$ cat config.mk
export PLATFORM = sky130hd
export DESIGN_NAME = seq_card_tx_flat
export DESIGN_NICKNAME = d
export VERILOG_FILES = /design/src/rtl/seq_card_tx_pkg.sv /design/src/rtl/seq_card_tx_if.sv /design/src/rtl/seq_card_fifo.sv /design/src/rtl/seq_card_tx.sv /design/src/flat_wrapper.sv
export SDC_FILE = /design/constraint.sdc
export NUM_CORES = 1
export LEC_CHECK = 0
export CORE_MARGIN = 4
export CORE_UTILIZATION = 28
export CTS_CLUSTER_SIZE = 24
export DETAILED_ROUTE_END_ITERATION = 10
export GPL_TIMING_DRIVEN = 0
export HOLD_SLACK_MARGIN = 0.1
export MAX_ROUTING_LAYER = met4
export SLEW_MARGIN = 0
export SYNTH_ARGS = -nofsm -noshare
export SYNTH_HDL_FRONTEND = slang
export SYNTH_SLANG_ARGS = --single-unit
$ cat constraint.sdc
create_clock -name clk -period 4.47 [get_ports clk]
set_input_delay 0.6705 -clock clk [delete_from_list [all_inputs] [get_ports clk]]
set_output_delay 0.6705 -clock clk [all_outputs]
set_load 0.1 [all_outputs]
$ cat src/rtl/seq_card_tx_pkg.sv
// Shared types for the card-sequence transmit path.
//   card_t      : 4-bit card value, legal range 1..15
//   seq_entry_t : buffered FIFO entry {last, card}
//   tx_state_e  : transmit FSM states
package seq_pkg;

   typedef logic [3:0] card_t;

   typedef struct packed {
      logic  last;
      card_t card;
   } seq_entry_t;

   typedef enum logic [1:0] {
      IDLE,
      SEND,
      GAP
   } tx_state_e;

endpackage

$ cat src/rtl/seq_card_tx_if.sv
// Bundle of the upstream card handshake, the checker-facing output and the
// error pulses of seq_card_tx.
//   master : upstream source / observer side
//   slave  : seq_card_tx side
interface seq_card_tx_if;
   import seq_pkg::*;

   logic  up_valid;
   logic  up_ready;
   card_t up_data;
   logic  up_last;
   logic  out_valid;
   card_t out_data;
   logic  err_zero;
   logic  err_ovf;

   modport master (
      output up_valid, up_data, up_last,
      input  up_ready, out_valid, out_data, err_zero, err_ovf
   );

   modport slave (
      input  up_valid, up_data, up_last,
      output up_ready, out_valid, out_data, err_zero, err_ovf
   );

endinterface

$ cat src/rtl/seq_card_fifo.sv
// Circular buffer of {last, card} entries for seq_card_tx.
//   push/wdata       : write one entry at the write pointer
//   pop/rdata        : rdata shows the oldest entry; pop advances past it
//   set_last         : mark the most recently written entry as end of hand
//   rewind/rewind_ptr: move the write pointer back, dropping newer entries
//   count            : number of stored entries (0..DEPTH)
//   wptr             : current write pointer, used to track hand boundaries
module seq_card_fifo
   import seq_pkg::*;
#(
   parameter int DEPTH = 16,
   localparam int AW = $clog2(DEPTH),
   localparam int CW = AW + 1
) (
   input  logic          clk,
   input  logic          rst_n,
   input  logic          push,
   input  logic          pop,
   input  logic          set_last,
   input  logic          rewind,
   input  logic [AW-1:0] rewind_ptr,
   input  seq_entry_t    wdata,
   output seq_entry_t    rdata,
   output logic [CW-1:0] count,
   output logic [AW-1:0] wptr
);

   seq_entry_t    mem [DEPTH];
   logic [AW-1:0] rptr;
   logic [AW-1:0] kept;

   assign rdata = mem[rptr];
   assign kept  = rewind_ptr - rptr;

   always_ff @(posedge clk or negedge rst_n) begin
      if (!rst_n) begin
         wptr  <= '0;
         rptr  <= '0;
         count <= '0;
      end else begin
         // A rewind only happens while no pop is in flight, so the surviving
         // occupancy is simply the distance from the read pointer.
         if (rewind) begin
            wptr  <= rewind_ptr;
            count <= {1'b0, kept};
         end else begin
            if (push) wptr <= wptr + AW'(1);
            count <= count + CW'(push) - CW'(pop);
         end
         if (pop) rptr <= rptr + AW'(1);
      end
   end

   always_ff @(posedge clk) begin
      if (push) mem[wptr] <= wdata;
      if (set_last) mem[wptr - AW'(1)].last <= 1'b1;
   end

endmodule

$ cat src/rtl/seq_card_tx.sv
// Transmit side of the card-sequence link. Buffers upstream cards until a hand
// is complete, then replays the hand as one contiguous out_valid burst, with at
// least one idle cycle between bursts.
//   clk, rst_n : clock, asynchronous active-low reset
//   bus.up_*   : upstream card handshake (valid/ready/data/last)
//   bus.out_*  : registered card stream towards the sequence checker
//   bus.err_*  : one-cycle pulses for a dropped zero card / discarded hand
//
// state | meaning
// IDLE  | no burst; pops the first card as soon as a complete hand is buffered
// SEND  | popping one card per cycle until the entry flagged last
// GAP   | single forced idle cycle so the checker sees hands separately
module seq_card_tx
   import seq_pkg::*;
#(
   parameter int DEPTH = 16
) (
   input logic          clk,
   input logic          rst_n,
   seq_card_tx_if.slave bus
);

   localparam int AW = $clog2(DEPTH);
   localparam int CW = AW + 1;

   tx_state_e     state, state_nxt;
   logic [CW-1:0] count, hands;
   logic [AW-1:0] wptr, hand_start;
   logic          discarding;
   seq_entry_t    rdata, wdata;
   logic          xfer, zero_card, ovf_hit, push, pop, set_last, hand_done;

   assign bus.up_ready = (count < CW'(DEPTH)) || discarding;
   assign xfer         = bus.up_valid && bus.up_ready;
   assign zero_card    = (bus.up_data == '0);
   // A card waiting at a full FIFO that holds no complete hand can never be
   // accepted, so the partial hand is abandoned instead of deadlocking.
   assign ovf_hit      = bus.up_valid && !discarding &&
                         (count == CW'(DEPTH)) && (hands == '0);
   assign push         = xfer && !discarding && !zero_card;
   assign set_last     = xfer && !discarding && zero_card && bus.up_last &&
                         (wptr != hand_start);
   assign hand_done    = (push && bus.up_last) || set_last;
   assign wdata        = '{last: bus.up_last, card: bus.up_data};

   seq_card_fifo #(.DEPTH(DEPTH)) u_fifo (
      .clk        (clk),
      .rst_n      (rst_n),
      .push       (push),
      .pop        (pop),
      .set_last   (set_last),
      .rewind     (ovf_hit),
      .rewind_ptr (hand_start),
      .wdata      (wdata),
      .rdata      (rdata),
      .count      (count),
      .wptr       (wptr)
   );

   always_ff @(posedge clk or negedge rst_n) begin
      if (!rst_n) state <= IDLE;
      else        state <= state_nxt;
   end

   always_comb begin
      state_nxt = state;
      pop       = 1'b0;
      unique case (state)
         IDLE: begin
            if (hands != '0) begin
               pop       = 1'b1;
               state_nxt = rdata.last ? GAP : SEND;
            end
         end
         SEND: begin
            pop       = 1'b1;
            state_nxt = rdata.last ? GAP : SEND;
         end
         GAP:     state_nxt = IDLE;
         default: state_nxt = IDLE;
      endcase
   end

   always_ff @(posedge clk or negedge rst_n) begin
      if (!rst_n) begin
         hands        <= '0;
         hand_start   <= '0;
         discarding   <= 1'b0;
         bus.out_valid <= 1'b0;
         bus.out_data  <= '0;
         bus.err_zero  <= 1'b0;
         bus.err_ovf   <= 1'b0;
      end else begin
         hands <= hands + CW'(hand_done) - CW'(pop && rdata.last);

         if (push && bus.up_last) hand_start <= wptr + AW'(1);
         else if (set_last)       hand_start <= wptr;

         if (ovf_hit)                                discarding <= 1'b1;
         else if (xfer && discarding && bus.up_last) discarding <= 1'b0;

         bus.out_valid <= pop;
         if (pop) bus.out_data <= rdata.card;

         bus.err_zero <= xfer && !discarding && zero_card;
         bus.err_ovf  <= ovf_hit;
      end
   end

endmodule

$ cat src/flat_wrapper.sv
// flat-port wrapper written by rule: the top's interface ports become plain ports
module seq_card_tx_flat import seq_pkg::*;
#(
   parameter int DEPTH = 16
)
  (clk, rst_n, bus_up_valid, bus_up_data, bus_up_last, bus_up_ready, bus_out_valid, bus_out_data, bus_err_zero, bus_err_ovf);
  seq_card_tx_if bus_i ();
  input logic clk;
  input logic rst_n;
  input wire logic [$bits(bus_i.up_valid)-1:0] bus_up_valid;
  input wire logic [$bits(bus_i.up_data)-1:0] bus_up_data;
  input wire logic [$bits(bus_i.up_last)-1:0] bus_up_last;
  output wire logic [$bits(bus_i.up_ready)-1:0] bus_up_ready;
  output wire logic [$bits(bus_i.out_valid)-1:0] bus_out_valid;
  output wire logic [$bits(bus_i.out_data)-1:0] bus_out_data;
  output wire logic [$bits(bus_i.err_zero)-1:0] bus_err_zero;
  output wire logic [$bits(bus_i.err_ovf)-1:0] bus_err_ovf;
  assign bus_i.up_valid = bus_up_valid;
  assign bus_i.up_data = bus_up_data;
  assign bus_i.up_last = bus_up_last;
  assign bus_up_ready = bus_i.up_ready;
  assign bus_out_valid = bus_i.out_valid;
  assign bus_out_data = bus_i.out_data;
  assign bus_err_zero = bus_i.err_zero;
  assign bus_err_ovf = bus_i.err_ovf;
  seq_card_tx #(.DEPTH(DEPTH)) u_core (.clk(clk), .rst_n(rst_n), .bus(bus_i));
endmodule
; Yosys cells after proc, flatten, opt, wreduce, memory -nomap -nowiden
; Memory sizes are Yosys's and may differ from the RTL's.
; Cells that the tools add are included.
[op_classes]
addsub = 8
magnitude_cmp = 1
n_eq_ne = 4
muxes = 19
reduce_logical = 25
[ops]
columns = cell, n
row1 = $mux W4, 5
row2 = $logic_and A1 B1 Y1, 13
row3 = $add A5 B1 Y5, 2
row4 = $mux W5, 2
row5 = $sub A5 B1 Y5, 2
row6 = $add A4 B1 Y4 const B, 2
row7 = $mux W1, 7
row8 = $mux W2, 3
row9 = $reduce_bool A2 Y1, 3
row10 = $eq A5 B5 Y1 const B, 1
row11 = $logic_not A5 Y1, 1
row12 = $lt A5 B5 Y1 const B, 1
row13 = $reduce_bool A5 Y1, 1
row14 = $reduce_or A5 Y1, 1
row15 = $logic_not A4 Y1, 1
row16 = $ne A4 B4 Y1, 1
row17 = $pmux W2 S2, 1
row18 = $sub A4 B1 Y4 const B, 1
row19 = $sub A4 B4 Y4, 1
row20 = $eq A2 B1 Y1 const B, 1
row21 = $logic_not A1 Y1, 2
row22 = $logic_not A2 Y1, 1
row23 = $logic_or A1 B1 Y1, 2
row24 = $ne A2 B1 Y1 const B, 1
row25 = $pmux W1 S2, 1
[word_totals]
register_bits = 32
ram_bits = 80
input_bits = 8
out_inout_bits = 8
elab_cells = 69
memories = 1
[memory_table]
columns = memory, depth, width, rd, rd_ports_with_merged_regs, wr, line
row1 = u_core.u_fifo.mem, 16, 5, 1, 0, 1, seq_card_fifo.sv:28  ; seq_entry_t mem [DEPTH];

; Longest topological paths before layout
[depth]
ltp_word = 11
depth_mapped = 16
depth_no_buf = 16

; Cells and area by module
; From an unflattened synthesis, not the netlist that was laid out.
[unflattened]
cells_unflattened = 393
hier_area_um2 = 5252.5
[by_module_without_submodules]
columns = module, instances, cells_each, area_each_um2, seq_area_each_um2
row1 = seq_card_fifo, 1, 301, 4204.0, 2567.5
row2 = seq_card_tx, 1, 92, 1048.5, 475.5

; Worst setup path after synthesis
; No wires, ideal clock.
[synth_path]
path_kind = flip-flop to flip-flop
start = reg u_core.u_fifo.rptr[1]
end = reg u_core.hands[4]
setup_time_ns = 0.123
arrival_time_ns = 3.063
required_ns = 4.347
path_slack_ns = 1.284
stages_incl_launch_ff = 14
n_path_buf = 2
period_less_slack_ns = 3.186
cell_sequence = dfrtp_1 > buf_2 > buf_2 > mux4_2 > mux4_2 > and2_1 > ha_1 > inv_1 > ha_1 > fa_1 > a21oi_1 > nor2_1 > nor2_1 > xnor2_1
[synth_between]
elab_chain_len = 3
[synth_rtl]
columns = item, line
row1 = start: declaration, seq_card_fifo.sv:29  ; logic [AW-1:0] rptr;
row2 = start signal: assignment, seq_card_fifo.sv:50  ; if (pop) rptr <= rptr + AW'(1);
row3 = $mem_v2 Z16 W5, n/a
row4 = $logic_and A1 B1 Y1, seq_card_tx.sv:94  ; hands <= hands + CW'(hand_done) - CW'(pop && rdata.last);
row5 = $sub A5 B1 Y5, seq_card_tx.sv:94
row6 = end signal: assignment, seq_card_tx.sv:94
row7 = end: declaration, seq_card_tx.sv:27  ; logic [CW-1:0] count, hands;
; Every way passes these cells.
; A chain may end at the register's enable or synchronous reset.

; Final worst setup path
; Same ends and word-level chain as after synthesis.

==> out/results.txt <==
Final instance area: 5950 um^2
Cell Area, Synth: 5210 um^2
RSZ-0062 raised after global routing: false
Layout cells sized above 1: 15.2%
Clk slew on worst S/H paths: 0.08 ns
Relative slew slack: 35.2%
Seq. cell area: 3200 um^2
Synth Area in Simple Gates: 9.39%
Hold Fails Final Rpt: 0
Synth Area in Compound Gates: 5.35%
Total GRT Usage: 10.5%
Seq/Total Area, Yosys: 61.5%
CTS tree: yes
# Max-Cap Violations: 0
Clock Tree Root: clkbuf_16
Overflow after GRT: 0
Die ar.: 20900 um^2
Flip-flop and latch count after synthesis: 112
Worst EP arrival: 3.90 ns
Fmax: 0.276 GHz
Die width: 144 um
Final WL: 10100 um
Wire per inst: 16.0 um
Port-buffer cells: 14
Ys async rst share: 28.6%
Clk_lat worst skew: 0.34 ns
Gate Count Post-Synth: 372
Final Core Density: 32.8%
Yosys top cell by area: edfxtp_1
Vias in the first global route: 3009
R2r worst-path depth: 13
H-tree levels: 3
Min-delay worst type: in2async
Finished Layout Cells: 631
Hold buffer count at CTS: 0
Main combinational cell family by area after synthesis: multiplexers
Final antenna-violating net count: 0
Post-CTS Setup Bufs: 0
CTS Sinks: 112
Final HPWL DP: 7360 um
Avg Synthesized Cell Area: 14.0 um^2
PostCTS Resize Cnt: 0
Worst hold slack: 0.366 ns
Ranking of synthesized cells by area: edfxtp_1 (46%), dfrtp_1 (15%), mux4_2 (9.1%)
Largest net degree at the start of global routing: 33
LEAKAGE: 2.16 nW
Final Slew Violations: 0
Synth Area in XOR/XNOR: 3.19%
Detailed Routing Iterations Pass 1: 4
Global-route wire length before repair: 16400 um
Cells after DPL: 615
Crit Path Max Fanout: 10
Post-synth top flop: edfxtp_1
Vias per inst: 4.68
Post-synth EDFFs: 80
Filler cells: 1736
Status: complete, no violations
Post-synth net total: 401
Pwr dens: 677 nW/um^2
Initial antenna violation count: 0
Initial Utilization: 28.7%
Area delta synth->final: 14.2%
Fin Clk Skew: 0.0115 ns
Clock Tree Buf Depth: 2
Worst Setup Start Kind: flop
Area of the multi-input gates: 1810 um^2
Adder-cell area share of the yosys netlist: 5.47%
Via count: 2951
Ant. Diodes: 0
Mux cell area share after synthesis: 11.4%
Slew @ Worst Pin: 0.969 ns
Core Region: 18100 um^2
DIE HEIGHT: 144 um
Peak supply drop: 299 uV
Synth cell types: 44
Drc violations: 0
Starting DRC count in detailed routing: 247
Yosys warnings: 0
Most frequent cells in the layout: edfxtp_1 (80), nor2_1 (45), dfrtp_1 (32)
CTS Buf Count: 9
Row count: 49
DP Area: 5630 um^2
Critical Path End Type: flop
Post-layout min period: 3.62 ns
Top cell type's share of synthesized area: 46.1%
WP data required: 4.74 ns
I/O Pins: 16
Setup TNS: 0 ns
Commonest non-fill, non-tap cell in the layout: edfxtp_1
GP Congestion: 0.869
Crit Path Category: reg2reg
Count of final setup violators: 0
Nets: 426
Final period util: 81.0%
-- worst paths after layout --
kind                                                    start                                 end  slack [ns]
setup reg to reg            u_core.u_fifo.rptr[1]$_DFFE_PN0P_           u_core.hands[4]$_DFF_PN0_        0.85
max in group asynchronous                               rst_n   u_core.u_fifo.rptr[1]$_DFFE_PN0P_        3.65
hold / removal                                          rst_n           u_core.hands[4]$_DFF_PN0_        0.37
setup / recovery            u_core.u_fifo.rptr[1]$_DFFE_PN0P_           u_core.hands[4]$_DFF_PN0_        0.85
min in group clk           u_core.bus.out_data[1]$_DFFE_PN0P_  u_core.bus.out_data[1]$_DFFE_PN0P_        0.49
hold reg to reg            u_core.bus.out_data[1]$_DFFE_PN0P_  u_core.bus.out_data[1]$_DFFE_PN0P_        0.49
-- cell usage after synthesis, drive strengths merged (5+ instances only) --
| library cell | count |
|---|---|
| edfxtp | 80 |
| nor2 | 45 |
| dfrtp | 32 |
| inv | 26 |
| nand2 | 24 |
| mux4 | 21 |
| ha | 18 |
| o21ai | 13 |
| xnor2 | 13 |
| buf | 11 |
| nand3 | 11 |
| clkbuf | 10 |
| a21oi | 7 |
| mux2i | 6 |
| xor2 | 6 |
| mux2 | 5 |
-- cell families (layout without fill, tap and decap cells) --
| kind of cell | count (synthesis) | in the layout |
|---|---|---|
| AO/OA/AOI/OAI | 41 | 41 |
| multiplexers | 32 | 32 |
| flip-flops | 112 | 112 |
| buffers and inverters | 47 | 77 |
| adder cells (fa/ha/maj) | 21 | 21 |
| XOR/XNOR | 19 | 19 |
| AND/OR/NAND/NOR | 100 | 100 |
-- state kept, by name, indices dropped and copies added, names as in the netlist --
signal                cells
u_core.bus.err_ovf        1
u_core.u_fifo.mem        80
u_core.u_fifo.count       5
u_core.hand_start         4
u_core.bus.out_data       4
u_core.bus.out_valid      1
u_core.bus.err_zero       1
u_core.u_fifo.wptr        4
u_core.hands              5
u_core.state              2
u_core.u_fifo.rptr        4
u_core.discarding         1
-- metal layers --
layer	part of all wire [%]	global-route usage, %	vias to the layer above
met1	47	13.9	1480
met5	0	-	-
met3	3.3	1.92	13
met4	1.3	2.95	0
met2	49	16.6	51
li1	-	-	1407
-- worst max-delay path, stage by stage, from the launching register on --
cell and delay (ns):
dfrtp_1 0.40, buf_2 0.34, buf_2 0.33, mux4_2 0.36
mux4_2 0.55, and2_1 0.20, ha_1 0.26, inv_1 0.03
ha_1 0.21, fa_1 0.41, a21oi_1 0.17, nor2_1 0.05
nor2_1 0.11, xnor2_1 0.12
-- area by class of cell --
cell class,count,area share (%)
Clock inverter,7,1.54
Buffer,21,1.64
Multi-Input combinational cell,213,30.5
Tap cell,229,4.82
Inverter,26,1.64
Timing Repair Buffer,14,2.27
Clock buffer,9,3.79
Sequential cell,112,53.8
-- power by group --
group / switching (mW) / total (mW) / internal (mW)
Clock: 0.379 / 0.826 / 0.448
Sequential: 0.119 / 1.42 / 1.30
Combinational: 1.05 / 1.78 / 0.731
-- through the flow --
stage          total power [mW]  setup slack [ns]
4_1_cts                    4.07             0.805
2_1_floorplan              2.82              1.28
3_3_place_gp               3.20             0.815
5_1_grt                    4.30             0.644
3_5_place_dp               3.24             0.814
6_report                   4.03             0.849
Power figures use the tool's default switching activity.
==> edit 1 (same settings) <==
`DEPTH` is set to 16 in 3 places; all go to 8.
--- a/src/rtl/seq_card_fifo.sv
+++ b/src/rtl/seq_card_fifo.sv
@@ -10,3 +10,3 @@
 #(
-   parameter int DEPTH = 16,
+   parameter int DEPTH = 8,
    localparam int AW = $clog2(DEPTH),
--- a/src/rtl/seq_card_tx.sv
+++ b/src/rtl/seq_card_tx.sv
@@ -15,3 +15,3 @@
 #(
-   parameter int DEPTH = 16
+   parameter int DEPTH = 8
 ) (
--- a/src/flat_wrapper.sv
+++ b/src/flat_wrapper.sv
@@ -3,3 +3,3 @@
 #(
-   parameter int DEPTH = 16
+   parameter int DEPTH = 8
 )
Check against the original RTL: not equivalent (Yosys sat finds a counterexample within 10 cycles, from zero or initial values and one cycle with rst_n low).
==> edit 1 against the original RTL <==
- area after synthesis is 39% lower
- setup slack better by 430 ps
- count of clock-buffer cells in the layout stayed put
- first-iteration DRC count is 51% lower
- sequential power is 36% lower
- power is 29% lower
- cell area is 36% lower
- sequential cell count is 45 lower
- routed wire length is 44% lower
- largest cell class unchanged
- highest routed layer unchanged
==> edit 1: results <==
set metrics [dict create \
    outcome "complete, no violations" \
    period_minus_slack_ps 3190 \
    final.setup_skew_ps 6.336 \
    yosysWarnings 0 \
    p_sw_w 0.001112 \
    largest_reg_flops 40 \
    port_buffers 15 \
    first_global_vias 1935 \
    grt_max_degree 28 \
    yosysUniqueCellTypes 41 \
    clk_pin_slew_worst_paths_ps 60 \
    firstDrtPassIters 5 \
    synthTopCellsByArea "edfxtp_1 (38%), dfrtp_1 (21%), mux4_2 (7.0%), ha_1 (5.5%), nor3_1 (3.0%)" \
    fill_cells 1057 \
    leakagePower_nw 1.490 \
    drt_iter0_drc 122 \
    reg2reg_slack_ps 1580 \
    layout.nets 289 \
    grt_pass1_wl_um 9839 \
    drt-total-wl_um 5672 \
    muxShareOfSynthArea_pct 9.280 \
    syn_nets 263 \
    drive_gt1_share_pct 15.61 \
    synth-edff-count 40 \
    synthAdderAreaFrac_pct 7.361 \
    globalplace.congestion 0.8683 \
    synth-compound-area-share_pct 5.129 \
    dp_hpwl_um 4139 \
    async_reset_ff_share_pct 40.30 \
    worstPathArrival_ps 3450 \
    grtUsageTotal_pct 10.03 \
    relSlewSlack_pct 34.33 \
    synth-xor-area-share_pct 4.307 \
]
==> edit 1: cell types whose count changed in the layout (fill, tap and decap cells not counted), sizes merged, moves of 8 or more <==
cell    delta
o21ai     -10
edfxtp    -40
mux4      -11
nor3      +18
xnor2      -8
nor2      -29
nand2      -8
nand3      -9
==> edit 1: layout make-up <==
type	count	share of cell area, %
multi-input combinational	138	31.05
inverter	20	1.963
timing repair buffer	15	3.796
sequential	67	49.08
clock buffer	9	5.890
clock inverter	7	2.160
tap	140	4.581
buffer	13	1.473
==> edit 1: power groups by stage <==
| stage | logic (W) | clock network (W) | registers [W] |
|---|---|---|---|
| finish | 0.00121 | 0.000728 | 0.000911 |
| detailed placement | 0.00123 | 0 | 0.000923 |
| global placement | 0.00121 | 0 | 0.000921 |
| CTS | 0.00124 | 0.000738 | 0.000912 |
| floorplan | 0.000819 | 0 | 0.00106 |
| global route | 0.00136 | 0.000771 | 0.000932 |
==> edit 1: worst paths after layout <==
path,from,cells after the start,to
worst max-delay path,bus_up_valid,12,u_core.u_fifo.count[2]
worst min-delay path,rst_n,1,u_core.bus.err_zero
worst max register to register,u_core.hands[2],12,u_core.u_fifo.count[2]
worst min register to register,u_core.bus.out_data[2],2,u_core.bus.out_data[2]
max in group asynchronous,rst_n,1,u_core.u_fifo.rptr[2]
min in group clk,u_core.bus.out_data[2],2,u_core.bus.out_data[2]
==> edit 1: logic make-up (layout without fill, tap and decap cells) <==
| logic type | Yosys count | count (layout) |
|---|---|---|
| mux | 17 | 17 |
| fa+ha+maj | 17 | 17 |
| compound gates | 25 | 25 |
| simple gates | 65 | 65 |
| buf+inv | 33 | 64 |
| flops | 67 | 67 |
| xor+xnor | 14 | 14 |
==> edit 1: metal layers <==
layer,GRT usage (%),up-vias,share of wire (%)
met5,-,-,0
met4,5.477,0,2.2
met3,2.158,11,3.2
met2,14.47,28,45
met1,13.15,885,49
li1,-,906,-
==> edit 1: critical path, stage by stage <==
cell and delay [ps]:
clkdlybuf4s50_1 530, or3b_1 360, clkbuf_1 210, nor2_1 310, inv_1 140, ha_1 290
inv_1 60, ha_1 160, inv_1 50, fa_1 370, xor2_1 170, a21oi_1 130
==> edit 1: per-stage QoR <==
step / area (um^2) / instances / total power (W)
5_1_grt: 3824 / 409 / 0.003066
3_5_place_dp: 3521 / 393 / 0.002158
4_1_cts: 3829 / 409 / 0.002889
3_3_place_gp: 3521 / 393 / 0.002128
2_1_floorplan: 3196 / 238 / 0.001883
6_report: 3824 / 409 / 0.002851
==> edit 2 (config.mk and constraints unchanged) <==
Made on the original files. Encoding of `tx_state_e`: now one-hot (3 bits for 3 states).
--- a/src/rtl/seq_card_tx_pkg.sv
+++ b/src/rtl/seq_card_tx_pkg.sv
@@ -13,6 +13,6 @@
 
-   typedef enum logic [1:0] {
-      IDLE,
-      SEND,
-      GAP
+   typedef enum logic [2:0] {
+      IDLE = 3'b001,
+      SEND = 3'b010,
+      GAP  = 3'b100
    } tx_state_e;
Behaviour: same outputs for any inputs over 10 cycles, from zero or initial values and one cycle with rst_n low; not proved beyond that.
==> edit 2 against the original RTL <==
- first-iteration DRC count grew 0.81%
- sequential cell count grew 1
- via count grew 5.6%
- routed wire length grew 6.1%
- global-route usage grew 0.69 points
- setup slack lost 100 ps
- fmax shrank 2.7%
- cell area grew 7.7%
- power grew 18%
- utilization grew 1.4 points
- die area grew 2.9%
- area after synthesis grew 3.0%
- clock power grew 63%
==> edit 2: results <==
set metrics [dict create \
    reg_top3 "u_core.u_fifo.mem x80, u_core.hands x5, u_core.u_fifo.count x5" \
    relSlewSlack_pct 33.46 \
    drive_gt1_share_pct 18.40 \
    layout.nets 440 \
    antennaDiodeCount 0 \
    fill_cells 1816 \
    clk_pin_slew_worst_paths_ps 60 \
    max_stage_delay_ps 620 \
    cts.repair.resized 0 \
    grtUsageTotal_pct 11.18 \
    vias_per_cell 4.734 \
    drt_iter0_drc 249 \
    syn_nets 406 \
    dp_hpwl_um 7722 \
    clockRootBuffer "clkbuf_16" \
    synth-edff-count 80 \
    clk_latency_ps 420 \
    cts_setup_buffers 0 \
    async_reset_ff_share_pct 29.20 \
    yosysUniqueCellTypes 59 \
    htreeDepth 4 \
    routedWlPerCell_um 16.32 \
    cts_sinks 113 \
    final.setup_skew_ps 10.22 \
    yosysWarnings 0 \
    numCtsBuffers 17 \
    hold_path.class "input pin to async pin" \
    cts_buffer_depth 2 \
    outcome "complete, no violations" \
    cp_slowest_cell "mux4_2" \
    grt_max_degree 34 \
    first_global_vias 3269 \
    cp_max_fo 8 \
    firstDrtPassIters 4 \
    vdd_drop_max_mv 0.3347 \
    port_buffers 15 \
    synthTopCellsByCount "edfxtp_1 (80), nor2_1 (51), dfrtp_1 (32)" \
    synthTopCellsByArea "edfxtp_1 (45%), dfrtp_1 (15%), mux4_2 (8.0%), ha_1 (4.2%), nor2_1 (3.6%)" \
    leakagePower_nw 2.393 \
    synth-seq-area-share_pct 60.14 \
    globalplace.congestion 0.8139 \
    antenna_found_initial 0 \
    worstPathArrival_ps 4020 \
    grt_pass1_wl_um 18000 \
]
edit 2: cell count changes after synthesis, moves of 5 or more:
cell / unedited run / this run
nand2_1: 24 / 15
nor2_1: 45 / 51
buf_2: 9 / 2
o21ai_0: 13 / 4
mux2i_1: 5 / 10
edit 2: kinds of logic after synthesis:
| family | count (synthesis) | share of synthesized area, % |
|---|---|---|
| compound gates | 43 | 6.547 |
| simple gates | 100 | 9.389 |
| xor+xnor | 20 | 3.262 |
| mux | 32 | 10.88 |
| buf+inv | 48 | 4.473 |
| flops | 113 | 60.14 |
| fa+ha+maj | 21 | 5.312 |
edit 2: final timing paths:
| check | start | end | slack [ps] | cells after the start |
|---|---|---|---|---|
| worst max register to register | u_core.u_fifo.rptr[0] | u_core.hands[4] | 750 | 14 |
| worst min-delay path | rst_n | u_core.bus.err_ovf | 330 | 1 |
| worst min register to register | u_core.bus.out_data[2] | u_core.bus.out_data[2] | 480 | 1 |
| min in group clk | u_core.bus.out_data[2] | u_core.bus.out_data[2] | 480 | 1 |
| max in group asynchronous | rst_n | u_core.bus.out_data[1] | 3650 | 1 |
| worst max-delay path | u_core.u_fifo.rptr[0] | u_core.hands[4] | 750 | 14 |
edit 2: area by class of cell:
type	instances	share of cell area (%)
Clock inverter	15	2.714
Inverter	28	1.640
Multi-Input combinational cell	216	29.66
Sequential cell	113	50.40
Clock buffer	17	6.639
Timing Repair Buffer	15	2.265
Buffer	20	2.109
Tap cell	234	4.569
edit 2: report_power, final:
| part | internal [W] | switching, W | total [W] |
|---|---|---|---|
| Combinational | 0.000799 | 0.00113 | 0.00193 |
| Clock | 0.000836 | 0.000515 | 0.00135 |
| Sequential | 0.00132 | 0.000130 | 0.00145 |
edit 2: critical path: cells and delay by family (launching register included):
kind	cells	cell delay (ps)
simple gates	3	340
flops	1	390
xor+xnor	1	110
compound gates	1	60
buf+inv	4	750
fa+ha+maj	3	820
mux	2	1150
edit 2: per-stage QoR:
| stage | std cells | area, um^2 | util, % | setup WS (ps) |
|---|---|---|---|---|
| 2_1_floorplan | 377 | 5370 | - | 1202 |
| 3_3_place_gp | 626 | 5813 | 30.97 | 715.6 |
| 3_5_place_dp | 626 | 5808 | 30.95 | 692.1 |
| 4_1_cts | 658 | 6407 | 34.14 | 690.7 |
| 5_1_grt | 658 | 6407 | 34.14 | 544.2 |
| 6_report | 658 | 6407 | 34.14 | 748.3 |
edit 2: routing by layer:
| layer | share of wire, % | vias up | track usage (%) |
|---|---|---|---|
| li1 | - | 1456 | - |
| met1 | 45 | 1583 | 13.67 |
| met2 | 49 | 63 | 17.76 |
| met3 | 4.0 | 13 | 3.321 |
| met4 | 1.2 | 0 | 3.810 |
| met5 | 0 | - | - |
